==> config.mk <==
export PLATFORM = sky130hd
export DESIGN_NAME = msg_length_scanner
export DESIGN_NICKNAME = d
export VERILOG_FILES = /design/src/rtl/msg_length_scanner.sv
export SDC_FILE = /design/constraint.sdc
export NUM_CORES = 1
export LEC_CHECK = 0
export CORE_UTILIZATION = 50
export CTS_CLUSTER_DIAMETER = 80
export DETAILED_ROUTE_END_ITERATION = 8
export PLACE_DENSITY = 0.8
export RECOVER_POWER = 50
export SYNTH_ARGS = -nofsm -noshare
export SYNTH_HDL_FRONTEND = slang
export SYNTH_SLANG_ARGS = --single-unit
==> constraint.sdc <==
create_clock -name clk -period 4.05 [get_ports clk]
set_clock_uncertainty 0.1 [all_clocks]
set_input_delay 0.405 -clock clk [delete_from_list [all_inputs] [get_ports clk]]
set_output_delay 0.405 -clock clk [all_outputs]
set_load 0.05 [all_outputs]
==> src/rtl/msg_length_scanner.sv <==
// msg_length_scanner
//   Finds the bit length of a message for the SHA-256 padding stage. A start
//   latches the message, the terminator symbol and the match mode, then
//   LANES symbols are compared per clock. The reported length runs up to and
//   including the first (mode 0) or last (mode 1) terminator occurrence.
//
// Ports
//   clk        rising-edge clock
//   rst        synchronous active-high reset
//   start      scan request, accepted only while busy=0
//   mess       message, symbol i at mess[i*SYM_W +: SYM_W]
//   last_word  terminator symbol
//   mode       0 = first match, 1 = last match
//   busy       high while scanning and during the done cycle
//   done       one-cycle pulse, found/size valid
//   found      at least one match in the last completed scan
//   size       (idx+1)*SYM_W of the selected match, 0 if none
//
// state | meaning
// IDLE  | waiting for start
// SCAN  | comparing one beat of LANES symbols per cycle
// DONE  | result presented, done pulse
module msg_length_scanner #(
    parameter int SYM_W   = 4,
    parameter int NUM_SYM = 128,
    parameter int LANES   = 8,
    parameter int LEN_W   = $clog2(NUM_SYM*SYM_W)+1
) (
    input  logic                     clk,
    input  logic                     rst,
    input  logic                     start,
    input  logic [NUM_SYM*SYM_W-1:0] mess,
    input  logic [SYM_W-1:0]         last_word,
    input  logic                     mode,
    output logic                     busy,
    output logic                     done,
    output logic                     found,
    output logic [LEN_W-1:0]         size
);

    localparam int NUM_BEATS = NUM_SYM / LANES;
    localparam int BEAT_W    = (NUM_BEATS > 1) ? $clog2(NUM_BEATS) : 1;
    localparam int IDX_W     = (NUM_SYM > 1) ? $clog2(NUM_SYM) : 1;
    localparam int MSG_W     = NUM_SYM * SYM_W;

    generate
        if (LANES < 1 || (NUM_SYM % LANES) != 0) begin : g_bad_lanes
            $error("msg_length_scanner: LANES must divide NUM_SYM");
        end
    endgenerate

    typedef enum logic [1:0] {IDLE, SCAN, DONE} state_t;

    state_t             state, state_nxt;
    logic [MSG_W-1:0]   mess_q;
    logic [SYM_W-1:0]   term_q;
    logic               mode_q;
    logic [BEAT_W-1:0]  beat;
    logic               hit_q, hit_nxt;
    logic [IDX_W-1:0]   idx_q, idx_nxt;
    logic [LEN_W-1:0]   size_nxt;
    logic [LANES-1:0]   lane_hit;
    logic               accept;
    int                 lo_lane, hi_lane;

    // The latched message is shifted down one beat per SCAN cycle, so the
    // current beat always sits in the low LANES symbols. This avoids a wide
    // beat-indexed mux in front of the comparators.
    always_comb begin
        lane_hit = '0;
        for (int l = 0; l < LANES; l++)
            lane_hit[l] = (mess_q[l*SYM_W +: SYM_W] == term_q);
    end

    always_comb begin
        lo_lane = 0;
        hi_lane = 0;
        for (int l = LANES-1; l >= 0; l--)
            if (lane_hit[l]) lo_lane = l;
        for (int l = 0; l < LANES; l++)
            if (lane_hit[l]) hi_lane = l;
    end

    always_ff @(posedge clk) begin
        if (rst) state <= IDLE;
        else     state <= state_nxt;
    end

    always_comb begin
        state_nxt = state;
        accept    = 1'b0;
        hit_nxt   = hit_q;
        idx_nxt   = idx_q;
        case (state)
            IDLE: begin
                if (start) begin
                    accept    = 1'b1;
                    state_nxt = SCAN;
                end
            end
            SCAN: begin
                if (|lane_hit) begin
                    hit_nxt = 1'b1;
                    idx_nxt = IDX_W'(int'(beat)*LANES + (mode_q ? hi_lane : lo_lane));
                end
                if ((!mode_q && |lane_hit) || beat == BEAT_W'(NUM_BEATS-1))
                    state_nxt = DONE;
            end
            DONE:    state_nxt = IDLE;
            default: state_nxt = IDLE;
        endcase
    end

    assign size_nxt = LEN_W'((int'(idx_nxt) + 1) * SYM_W);

    always_ff @(posedge clk) begin
        if (rst) begin
            mess_q <= '0;
            term_q <= '0;
            mode_q <= 1'b0;
            beat   <= '0;
            hit_q  <= 1'b0;
            idx_q  <= '0;
            found  <= 1'b0;
            size   <= '0;
        end else begin
            if (accept) begin
                mess_q <= mess;
                term_q <= last_word;
                mode_q <= mode;
                beat   <= '0;
                hit_q  <= 1'b0;
                idx_q  <= '0;
            end else if (state == SCAN) begin
                mess_q <= mess_q >> (LANES*SYM_W);
                beat   <= beat + BEAT_W'(1);
                hit_q  <= hit_nxt;
                idx_q  <= idx_nxt;
            end
            // Result registers only move on DONE entry; a new start leaves
            // the previous result visible until the next scan completes.
            if (state == SCAN && state_nxt == DONE) begin
                found <= hit_nxt;
                size  <= hit_nxt ? size_nxt : '0;
            end
        end
    end

    assign busy = (state != IDLE);
    assign done = (state == DONE);

endmodule

==> results.md <==
- TritonCTS Buffers: 55
- CP Class: reg2reg
- CTS tree: yes
- Die extent in x: ~220 um
- Relative slew slack: -2.81%
- Pre-Repair DR Iteration Count: 5
- Clock buffer depth: 3
- Clock-pin slew on the worst setup and hold paths: 60 ps
- Worst Hold Class: in2reg
- Mean post-synth cell area: roughly 7.7 um2
- Worst vdd ir: 0.000339 V
- Initial antenna violation count: 29
- Drt initial violations: between 2,000 and 3,000
- First-pass GRT wire length: around 120,000 um
- R2R Setup Slk: between 300 and 400 ps
- Top post-synthesis cells by area: dfxtp_1, a311oi_1, nand2_1
- Share of cells above drive strength 1: roughly 3.9%
- CP Capture Type: register
- Vias in the first global route: about 22,000
- Via/cell ratio: 5.81
- Fin cells: ~4,000
- Worst Path Max Fanout: 95
- Post-CTS Setup Repair Bufs: 0
- Number of placement rows: between 70 and 80
- Gp weighted congestion: between 0.9 and 1
- Power Density: between 500 and 600 nW/um2
- CTS HTree Levels: 2
- Area Overhead vs Synth: 32.0%
- Final hold vios: 0
- Top_reg_cell synth: dfxtp_1
- Worst hold path cell count: 3
- Final setup vio count: 0
- Nets: 3,871
- Starting Density: just over 50%
- Arrival time at the worst endpoint: slightly above 4000 ps
- Asr flop ratio synth: 0%
- #FFs+latches synth: 540
- Syn. warnings: 0
- Clock sinks: 540
- Die ar.: between 40,000 and 50,000 um2
- RSZ-0062 raised after global routing: false
- Leakage power: 11.3 nW
- Crit-path leading delay family: simple AND/OR/NAND/NOR gates
- Largest net degree at the start of global routing: about 170
- Period utilization: 91.3%
- Resize count post-CTS: 0
- Reg2reg path depth: 5
- Cell mode on critical path: nand2_1
- CP Buf/Inv Count: 1
- Worst-skew pair later-pin latency: roughly 600 ps
- Post-route DRC: 0
- Critical Path RT: roughly 4500 ps
- Die Y: 217 um
- Clock Root Buffer: clkbuf_16
- Top cells by count, synth: nand2_1, dfxtp_1, nor2_1
- Reg2reg start: state[1]$_SDFF_PP0_
- Top cell type's share of synthesized area: between 40% and 50%
- Run status: finished, violations left
- Failing checks: capacitance limit, slew limit
- Worst hold endpoint: mess_q[500]$_SDFFE_PP0P_
- Crit path time final: between 3000 and 4000 ps
- Post-Synthesis Cell Area: about 23,000 um2
- Most common cell in the netlist: nand2_1
- FF-to-FF End: mess_q[82]$_SDFFE_PP0P_
- IO Pins: 533
- Sum Neg Setup Slack: 0 ps
- Max frequency: around 270 MHz
- Avg WL per Cell: ~20 um
- Post-synth top area cell: dfxtp_1
- Highest-delay cell along the critical path: clkbuf_4
- Worst hold start: mess[500]
- I/O Buffers: 530
- Number of synthesized flops with an enable pin: 0
- GRT Util Overall: approximately 32%
- GRT Residual Overflow: 0
- Placed cells: slightly below 4,000
- Startpoint Class: register
- DRT antenna net count: 0
- HPWL Detailed: 55,700 um
- Post-Synthesis Cells: roughly 3,000
- CTS Hold Bufs: 0
- Final Max Tran Viols: 18
- Routed WL: 79,100 um
- Slowest Stage Delay on Critical Path: approximately 1100 ps
- Post-synthesis sequential area ratio: 46.8%
- Worst Max-Slew Pin Slew: around 1500 ps
- Core footprint: 45,500 um2
- Via Count: roughly 23,000
- Max-cap violations: 1
- Worst-path cell chain: nor2_1 > nand2_1 > clkbuf_4 > nand2_1 > a311oi_1
- Cell variety after synth: 46
-- tightest hold or removal path, delay by kind of cell --
family                 cells  cell delay [ps]
AO/OA/AOI/OAI              1               50
buffers and inverters      1              400
AND/OR/NAND/NOR            1               60
-- stage by stage --
step | util [%] | power (W) | worst slack (ps) | hold WS, ps | area (um2)
after detailed placement | 62.9 | 0.0100 | 561 | 355 | 28600
after floorplan | - | 0.00870 | 1090 | 331 | 23100
final | 67.1 | 0.0153 | 352 | 265 | 30500
after global routing | 67.0 | 0.0160 | 181 | 269 | 30500
after global placement | 62.9 | 0.00992 | 694 | 350 | 28600
after CTS | 67.1 | 0.0153 | 534 | 243 | 30500
-- state kept, by name, indices dropped and copies added, names as in the netlist --
name    cells
mode_q      1
size        8
hit_q       1
idx_q       7
mess_q    512
term_q      4
beat        4
found       1
state       2
-- logic make-up (layout without fill, tap and decap cells) --
kind of cell             after synthesis  in the layout  share of synthesized area, %
XOR/XNOR                              38             38                          1.44
buffers and inverters                299            674                          5.03
AND/OR/NAND/NOR                     1580           1580                          26.3
AO/OA/AOI/OAI                        550            550                          20.0
other                                  1             24                        0.0162
flip-flops                           540            540                          46.8
multiplexers                           6              6                         0.265
adder cells (fa/ha/maj)                2              2                         0.108
-- worst max-delay path by stage --
stage                                 from                  endpoint  cells past startpoint
global placement    term_q[0]$_SDFFE_PP0P_      size[8]$_SDFFE_PP0P_                     10
finish                 state[1]$_SDFF_PP0_   mess_q[82]$_SDFFE_PP0P_                      5
CTS                 term_q[0]$_SDFFE_PP0P_      size[8]$_SDFFE_PP0P_                     10
floorplan           term_q[3]$_SDFFE_PP0P_      size[6]$_SDFFE_PP0P_                     12
global route           state[1]$_SDFF_PP0_  mess_q[303]$_SDFFE_PP0P_                      5
detailed placement  term_q[0]$_SDFFE_PP0P_      size[8]$_SDFFE_PP0P_                     10
-- power by group --
group / switching [W] / internal [W] / total [W]
sequential: 0.000455 / 0.00606 / 0.00651
combinational: 0.00204 / 0.00140 / 0.00344
clock: 0.00214 / 0.00319 / 0.00533
total: 0.00463 / 0.0106 / 0.0153
-- metal layers --
layer  wire length (um)  share of wire (%)  up-vias  global-route usage (%)
li1                   -                  -    11149                       -
met1              30800                 39    10990                    38.9
met3               5950                7.5      220                    6.23
met5                104               0.13        -                       0
met2              37600                 48      952                    53.0
met4               4580                5.8       16                    19.9
-- placed cells by master (no fill, tap or decap), types with 14 or more instances in the layout --
cell type / count
nand3_1: 36
buf_12: 19
dfxtp_1: 540
xor2_1: 15
a21oi_1: 45
buf_4: 14
a311oi_1: 480
xnor2_1: 23
nor2_1: 501
clkdlybuf4s50_1: 520
clkbuf_16: 57
nand2_1: 1015
diode_2: 22
-- final cells by class --
cell class / count / area (um2)
clock inverter: 17 / 238
sequential: 540 / 10800
timing repair buffer: 567 / 5820
multi-input combinational: 2178 / 11200
clock buffer: 83 / 1650
fill: 3871 / 15000
antenna: 22 / 55.1
tap: 600 / 751
inverter: 7 / 26.3
Note: power is estimated with default switching activity, not from simulation.
